--- src/rtl/vector_permute_seq_ctrl.sv ---
// Vector permute sequencing control: decodes Fxv permute opcodes into registered
// datapath controls and splits large element shifts into STEP_MAX-bounded passes.
package vector_permute_pkg;
  typedef logic [9:0] fxv_opcd_t;
  typedef logic [1:0] permute_size_t;

  localparam fxv_opcd_t XO_FXVPCKBU  = 10'd1;
  localparam fxv_opcd_t XO_FXVPCKBL  = 10'd2;
  localparam fxv_opcd_t XO_FXVUPCKBL = 10'd3;
  localparam fxv_opcd_t XO_FXVUPCKBR = 10'd4;
  localparam fxv_opcd_t XO_FXVSPLATH = 10'd5;
  localparam fxv_opcd_t XO_FXVSPLATB = 10'd6;
  localparam fxv_opcd_t XO_FXVSHH    = 10'd7;
  localparam fxv_opcd_t XO_FXVSHB    = 10'd8;
  localparam fxv_opcd_t XO_FXVSEL    = 10'd9;

  typedef enum logic [2:0] {
    PERMUTE_PACK   = 3'd0,
    PERMUTE_SPLAT  = 3'd1,
    PERMUTE_SPLATB = 3'd2,
    PERMUTE_SHIFT  = 3'd3,
    PERMUTE_SHIFTB = 3'd4,
    PERMUTE_SELECT = 3'd5
  } permute_op_t;

  typedef struct packed {
    permute_op_t   op;
    logic          pack_upper;
    logic          pack_lower;
    logic          unpack_left;
    logic          unpack_right;
    logic [31:0]   g;
    permute_size_t size;
  } ctrl_t;
endpackage

module vector_permute_seq_ctrl import vector_permute_pkg::*; #(
  parameter int NUM_ELEMS = 8,
  parameter int ELEM_SIZE = 16,
  parameter int SHIFT_W   = 5,
  parameter int STEP_MAX  = 4,
  parameter int LATENCY   = 1
) (
  input  logic               clk,
  input  logic               reset,
  input  logic               valid,
  input  fxv_opcd_t          xo,
  input  logic [31:0]        g,
  input  permute_size_t      size,
  input  logic [SHIFT_W-1:0] shift,
  input  logic               stall,
  output logic               ready,
  output logic               busy,
  output logic               issue,
  output permute_op_t        op,
  output logic               pack_upper,
  output logic               pack_lower,
  output logic               unpack_left,
  output logic               unpack_right,
  output logic [31:0]        g_out,
  output permute_size_t      size_out,
  output logic [SHIFT_W-1:0] shift_out,
  output logic               pass_first,
  output logic               pass_last,
  output logic               keep_res,
  output logic               result_avail
);
  typedef enum logic {IDLE, PASS} state_t;

  localparam logic [SHIFT_W-1:0] STEP = SHIFT_W'(STEP_MAX);

  state_t             state_q, state_d;
  ctrl_t              ctrl_q, ctrl_d, dec;
  logic [SHIFT_W-1:0] rem_q, rem_d, shamt_q, shamt_d;
  logic               neg_q, neg_d, issue_q, issue_d, first_q, first_d, last_q, last_d;
  logic [LATENCY-1:0] vld_pipe_q, vld_pipe_d;
  logic               accept, is_shift, src_neg;
  logic [SHIFT_W-1:0] mag_in, src_mag, step, pass_amt;

  assign ready = ~reset & ((state_q == IDLE) | last_q);
  assign busy  = (state_q == PASS) & ~last_q;

  always_comb begin
    accept   = valid & ready & ~stall;
    // magnitude taken unsigned so the most negative shift still has a valid |shift|
    mag_in   = shift[SHIFT_W-1] ? (~shift + SHIFT_W'(1)) : shift;
    dec      = '0;
    dec.g    = g;
    dec.size = size;
    is_shift = 1'b0;
    case (xo)
      XO_FXVPCKBU:  dec.pack_upper   = 1'b1;
      XO_FXVPCKBL:  dec.pack_lower   = 1'b1;
      XO_FXVUPCKBL: dec.unpack_left  = 1'b1;
      XO_FXVUPCKBR: dec.unpack_right = 1'b1;
      XO_FXVSPLATH: dec.op = PERMUTE_SPLAT;
      XO_FXVSPLATB: dec.op = PERMUTE_SPLATB;
      XO_FXVSHH:    begin dec.op = PERMUTE_SHIFT;  is_shift = 1'b1; end
      XO_FXVSHB:    begin dec.op = PERMUTE_SHIFTB; is_shift = 1'b1; end
      XO_FXVSEL:    dec.op = PERMUTE_SELECT;
      default:      dec.op = PERMUTE_PACK;
    endcase

    src_mag  = accept ? (is_shift ? mag_in : '0) : rem_q;
    src_neg  = accept ? (is_shift & shift[SHIFT_W-1]) : neg_q;
    step     = (src_mag > STEP) ? STEP : src_mag;
    pass_amt = src_neg ? (~step + SHIFT_W'(1)) : step;

    state_d    = state_q;
    ctrl_d     = ctrl_q;
    rem_d      = rem_q;
    shamt_d    = shamt_q;
    neg_d      = neg_q;
    issue_d    = issue_q;
    first_d    = first_q;
    last_d     = last_q;
    vld_pipe_d = vld_pipe_q;
    if (!stall) begin
      issue_d       = 1'b0;
      first_d       = 1'b0;
      last_d        = 1'b0;
      vld_pipe_d[0] = last_q;
      for (int i = 1; i < LATENCY; i++) vld_pipe_d[i] = vld_pipe_q[i-1];
      if (accept) begin
        state_d = PASS;
        ctrl_d  = dec;
        neg_d   = src_neg;
        rem_d   = src_mag - step;
        shamt_d = pass_amt;
        issue_d = 1'b1;
        first_d = 1'b1;
        last_d  = (src_mag == step);
      end else if (state_q == PASS && !last_q) begin
        rem_d   = src_mag - step;
        shamt_d = pass_amt;
        issue_d = 1'b1;
        last_d  = (src_mag == step);
      end else if (state_q == PASS) begin
        state_d = IDLE;
      end
    end
  end

  always_ff @(posedge clk or posedge reset) begin
    if (reset) begin
      state_q    <= IDLE;
      ctrl_q     <= '0;
      rem_q      <= '0;
      shamt_q    <= '0;
      neg_q      <= 1'b0;
      issue_q    <= 1'b0;
      first_q    <= 1'b0;
      last_q     <= 1'b0;
      vld_pipe_q <= '0;
    end else begin
      state_q    <= state_d;
      ctrl_q     <= ctrl_d;
      rem_q      <= rem_d;
      shamt_q    <= shamt_d;
      neg_q      <= neg_d;
      issue_q    <= issue_d;
      first_q    <= first_d;
      last_q     <= last_d;
      vld_pipe_q <= vld_pipe_d;
    end
  end

  assign issue        = issue_q;
  assign op           = ctrl_q.op;
  assign pack_upper   = ctrl_q.pack_upper;
  assign pack_lower   = ctrl_q.pack_lower;
  assign unpack_left  = ctrl_q.unpack_left;
  assign unpack_right = ctrl_q.unpack_right;
  assign g_out        = ctrl_q.g;
  assign size_out     = ctrl_q.size;
  assign shift_out    = shamt_q;
  assign pass_first   = first_q;
  assign pass_last    = last_q;
  assign keep_res     = ~stall & ~reset;
  assign result_avail = vld_pipe_q[LATENCY-1];

`ifndef SYNTHESIS
  if (NUM_ELEMS < 1 || ELEM_SIZE < 1 || LATENCY < 1 || STEP_MAX < 1 ||
      STEP_MAX > 2**(SHIFT_W-1)) begin : g_param_err
    $error("vector_permute_seq_ctrl: illegal parameter set");
  end

  a_valid_ready: assert property (@(posedge clk) disable iff (reset) valid |-> ready);
  a_valid_stall: assert property (@(posedge clk) disable iff (reset)
                                  (stall && $past(stall)) |-> $stable(valid));
`endif
endmodule

--- config.mk ---
export PLATFORM = sky130hd
export DESIGN_NAME = vector_permute_seq_ctrl
export DESIGN_NICKNAME = d
export VERILOG_FILES = /design/src/rtl/vector_permute_seq_ctrl.sv
export SDC_FILE = /design/constraint.sdc
export NUM_CORES = 1
export LEC_CHECK = 0
export CORE_MARGIN = 2
export CORE_UTILIZATION = 44
export DETAILED_ROUTE_END_ITERATION = 12
export GPL_TIMING_DRIVEN = 0
export MAX_ROUTING_LAYER = met4
export PLACE_DENSITY = 0.89
export SLEW_MARGIN = 20
export SYNTH_ARGS = -nofsm -noshare
export SYNTH_HDL_FRONTEND = slang
export SYNTH_SLANG_ARGS = --single-unit
export TNS_END_PERCENT = 1
--- constraint.sdc ---
create_clock -name clk -period 1.95 [get_ports clk]
set_input_delay 0.39 -clock clk [delete_from_list [all_inputs] [get_ports clk]]
set_output_delay 0.39 -clock clk [all_outputs]
set_load 0.01 [all_outputs]
Word-level counts from Yosys, hierarchy flattened
Cells that the tools add are included.

word-level totals
  logic and storage cells = 73
  flip-flop bits (word level) = 57
  output and inout port bits = 53
  input port bits = 53

cells by class
  $lt $le $gt $ge = 1
  add/sub/neg operators = 3
  reduce and logical (&&, ||, !) cells = 7
  bitwise logic cells = 13
  eq/ne operators = 11
  muxes and demuxes = 23

operators with widths
  kind                   count
  $mux W5                9
  $eq A10 B3 Y1 const B  4
  $eq A10 B2 Y1 const B  2
  $eq A10 B4 Y1 const B  2
  $pmux W3 S5            1
  $mux W1                13
  $add A5 B1 Y5 const B  2
  $eq A10 B1 Y1 const B  1
  $not A5 Y5             2
  $and A1 B1 Y1          6
  $reduce_and A2 Y1      3
  $eq A5 B5 Y1           1
  $gt A5 B3 Y1 const B   1
  $sub A5 B5 Y5          1
  $not A1 Y1             4
  $ne A2 B2 Y1 const B   1
  $reduce_bool A2 Y1     1
  $reduce_or A2 Y1       1
  $logic_and A1 B1 Y1    1
  $logic_not A1 Y1       1
  $or A1 B1 Y1           1

Longest topological paths before layout
  depth after elaboration = 13
  gate-level depth with buffers = 12
  depth with buffers taken out = 12

Least setup slack after synthesis
Ideal clock, no wire load.

  path type = input-to-reg
  start point = input port shift[0]
  end point = register rem_q[4]
  cell stages on the path = 12
  arrival = 2.093 ns
  library setup time = 0.064 ns
  slack = -0.208 ns
  cell sequence = inv_1 -> ha_1 -> nand2b_1 -> o21ai_0 -> a31o_2 -> nor3_1 -> a21oi_1 -> ha_1 -> a21oi_1 -> o31ai_1 -> o41ai_1 -> a21o_1

on the way
  word-level cells in the longest chain between the ends = 10

ends and longest elaborated chain
  what                      RTL line  source
  start: declaration        50        input logic [SHIFT_W-1:0] shift,
  $not A5 Y5                86        mag_in = shift[SHIFT_W-1] ? (~shift + SHIFT_W'(1)) : shift;
  $add A5 B1 Y5             86
  $mux W5 (*)               86
  $mux W5 (*) (2 in a row)  104       src_mag = accept ? (is_shift ? mag_in : '0) : rem_q;
  $gt A5 B3 Y1              106       step = (src_mag > STEP) ? STEP : src_mag;
  $mux W5                   106
  $sub A5 B5 Y5 (*)         128, 134
  $mux W5                   133       end else if (state_q == PASS && !last_q) begin
  $mux W5 (*)               124       if (accept) begin
  end signal: assignment    158       rem_q <= rem_d;
  end: declaration          74        logic [SHIFT_W-1:0] rem_q, rem_d, shamt_q, shamt_d;

Every way passes the cells marked *; elsewhere a longest branch is shown, timed or not. The select of a mux whose other input is x is not followed.
A chain may end at the register's enable or synchronous reset.

Worst setup path after layout
  start point = input port xo[7]
  end point = register shamt_q[2] (netlist: shift_out[2])

on the way
  word-level cells in the longest chain between the ends = 12

ends and longest elaborated chain
  what                                                   RTL line  source
  start: declaration                                     47        input fxv_opcd_t xo,
  $eq A10 B4 Y1 / $eq A10 B3 Y1 (equally long branches)  91        case (xo)
  $reduce_or A2 Y1 (no source line) (*)                  n/a
  $mux W1 (*)                                            91
  $mux W5 (2 in a row)                                   104
  $gt A5 B3 Y1                                           106
  $mux W5                                                106
  $not A5 Y5                                             107       pass_amt = src_neg ? (~step + SHIFT_W'(1)) : step;
  $add A5 B1 Y5                                          107
  $mux W5 (*)                                            107
  $mux W5                                                133
  $mux W5 (*)                                            124
  end signal: assignment                                 159       shamt_q <= shamt_d;
  end: declaration                                       74

Marks and branches as above.

==> impl_metrics.env <==
export IMPL_outcome="finished with violations"
export IMPL_violations="setup timing"
export IMPL_synth_cell_area_um2=2760
export IMPL_finalHoldViolCount=0
export IMPL_cap_viol_max_count=0
export IMPL_hold_path_end="pack_upper"
export IMPL_cts_tree="yes"
export IMPL_die_area_um2=6920
export IMPL_p_per_area_nw_per_um2=1250
export IMPL_reg2reg_from="pass_last"
export IMPL_synth_cell_types=48
export IMPL_worst_setup_path_end_kind="flop"
export IMPL_antenna_left=0
export IMPL_grt_pass1_vias=2742
export IMPL_drt_initial_drc_count=123
export IMPL_drive_above_1_share=0.217
export IMPL_grt_overflow=0
export IMPL_core_area_um2=5990
export IMPL_synthCells=314
export IMPL_period_minus_slack_ns=2.06
export IMPL_initial_core_util=0.461
export IMPL_fp_dieW_um=83.2
export IMPL_chipHeight_um=83.2
export IMPL_skew_ns=0.00676
export IMPL_dp_hpwl_mm=5.31
export IMPL_reg2reg_depth=11
export IMPL_wirelength_mm=8.69
export IMPL_final_nets=508
export IMPL_crit_fanout=4
export IMPL_ys_ff_latch=57
export IMPL_worstPathArrival_ns=2.28
export IMPL_io_pins=106
export IMPL_maxSlewViolCount=0
export IMPL_rsz0062_at_grt="true"
export IMPL_diodes=0
export IMPL_cts_made_buffers=9
export IMPL_min_path_type="in2reg"
export IMPL_grt_pass1_wl_mm=13.1
export IMPL_vias=2872
export IMPL_max_slew_margin_rel=0.533
export IMPL_hp_start="xo[3]"
export IMPL_insertion_delay_ns=0.34
export IMPL_synth_edf_count=0
export IMPL_worstMarginPinSlew_ns=0.700
export IMPL_worstSetupStartpoint="xo[7]"
export IMPL_setup_viol=3
export IMPL_postSynth_asyncResetShare=1.00
export IMPL_grt_total_usage=0.243
export IMPL_final_cells=532
export IMPL_cp_data_required_time_ns=2.17
export IMPL_wire_per_inst_um=16.3
export IMPL_hold_buffers=0
export IMPL_yosysWarnings=0
export IMPL_finalCritPeriodShare=1.06
export IMPL_syn_to_final_growth_pct=61.0
export IMPL_yosysSeqAreaShare=0.517
export IMPL_peakVddDrop_uv=765
export IMPL_dp_cells=491
export IMPL_num_rows=28
export IMPL_ys_flop_type="dfrtp_1"
export IMPL_min_path_cells=2
export IMPL_fmax_mhz=486
export IMPL_grt_antenna_before_repair=0
export IMPL_cts_root_buf="clkbuf_8"
export IMPL_worstReg2RegEnd="shift_out[2]"
export IMPL_critPathKind="in2reg"
export IMPL_clock_path_buffers=2
export IMPL_drc=0
export IMPL_final_util=0.742
export IMPL_cts_sinks=57
export IMPL_clk_pin_slew_ns=0.06
export IMPL_drt_pass1_iterations=4
export IMPL_setup_slack_ns=-0.108
export IMPL_synth_fp_nets=370
export IMPL_grt_max_degree=58
export IMPL_ctsHtreeMaxLevel=3
export IMPL_via_per_inst=5.40
export IMPL_startpoint_type="input port"
export IMPL_power_leakage_nw=2.09
export IMPL_globalplace_congestion=0.890
export IMPL_avgSynthCellArea_um2=8.79
export IMPL_rrSetupSlack_ns=-0.04
export IMPL_io_buffers=102
-- placed cells by master, fill, tap and decap left out, drive strengths merged, types with 3 or more instances in the layout --
cell type / instances
a21o: 4
a21oi: 8
a22o: 3
buf: 34
clkbuf: 20
clkdlybuf4s50: 87
dfrtp: 57
dlygate4sd2: 3
dlymetal6s2s: 6
ha: 3
inv: 10
nand2: 128
nand2b: 6
nor2: 13
nor2b: 4
nor3: 7
o21ai: 16
o31ai: 5
o41ai: 4
-- cells in the mapped netlist, types with 3 or more instances --
cell,n,area (um^2)
a21o_1,4,30.0
a21oi_1,7,35.0
a22o_1,3,26.3
buf_1,5,18.8
buf_2,3,15.0
clkbuf_1,6,22.5
dfrtp_1,57,1430
ha_1,3,37.5
inv_1,10,37.5
nand2_1,128,480
nand2b_1,6,37.5
nor2_1,12,45.0
nor2b_1,4,25.0
nor3_1,7,35.0
o21ai_0,8,40.0
o21ai_1,7,35.0
o31ai_1,3,22.5
o41ai_1,4,35.0
-- flip-flops by register name, summed over array words and instances, names as in the netlist --
register and count:
pack_lower 1, op 3, g_out 32, state_q 1, unpack_left 1, unpack_right 1, size_out 2, issue 1
shift_out 5, neg_q 1, pass_first 1, pass_last 1, pack_upper 1, rem_q 5, result_avail 1
-- timing repair --
action / 4_1_cts / 5_1_grt
setup endpoints to repair: 50 / 40
pin swaps: 10 / 14
gates cloned: 0 / 0
buffers inserted: 18 / 7
endpoints found under the hold margin: 0 / 0
resized for setup: 39 / 30
-- critical path, cell delays in order --
cell and delay, ns:
clkdlybuf4s50_1 0.42, nor2_2 0.15, o2111ai_4 0.17, or2_4 0.30, o21ai_4 0.20, nand2b_4 0.09, ha_4 0.16, inv_2 0.06
nand2_2 0.06, xor2_1 0.19, o21ai_1 0.09
-- cell type report --
type,instances,area [um^2]
Multi-Input combinational cell,233,1420
Inverter,10,42.5
Clock inverter,5,55.1
Fill cell,409,1550
Clock buffer,11,141
Tap cell,75,93.8
Timing Repair Buffer,127,1210
Buffer,14,63.8
Sequential cell,57,1430
-- where the power goes --
| group | switching, mW | total (mW) | internal (mW) |
|---|---|---|---|
| sequential | 0.291 | 1.92 | 1.63 |
| clock | 0.473 | 1.09 | 0.620 |
| combinational | 1.21 | 2.53 | 1.32 |
| total | 1.98 | 5.54 | 3.56 |
-- per-layer routing --
metal | global-route usage | wire length [um] | part of all wire
met3 | 0.0626 | 509 | 0.059
met1 | 0.278 | 3410 | 0.39
met5 | - | 0 | 0
met2 | 0.415 | 4520 | 0.52
met4 | 0.0849 | 238 | 0.027
-- logic make-up after synthesis --
group / after synthesis / synth area share
buffers and inverters: 24 / 0.0340
DFF: 57 / 0.517
other: 1 / 0.00136
muxes: 4 / 0.0154
AOI/OAI and AO/OA: 50 / 0.136
xor gates and xnor gates: 3 / 0.00952
adders and majority gates: 3 / 0.0136
and+or+nand+nor: 172 / 0.273
-- per-stage QoR --
step	power [mW]	area (um^2)	hold WS [ns]	setup slack [ns]	setup TNS, ns
after global placement	4.07	3910	0.457	-0.954	-74.53
after floorplan	2.97	2790	0.447	-0.142	-0.376
after detailed placement	4.18	3910	0.467	-0.941	-24.91
after global routing	5.83	4440	0.357	-0.196	-0.594
final	5.54	4440	0.362	-0.108	-0.226
after CTS	5.39	4310	0.363	-0.0920	-0.278
-- worst max-delay path by stage --
| stage | cells past startpoint | endpoint |
|---|---|---|
| global route | 11 | shift_out[2] |
| CTS | 11 | shift_out[2] |
| finish | 11 | shift_out[2] |
| floorplan | 11 | shift_out[2] |
| detailed placement | 10 | rem_q[4] |
| global placement | 2 | g_out[16] |
No activity file was read; power rests on OpenSTA's default activity.
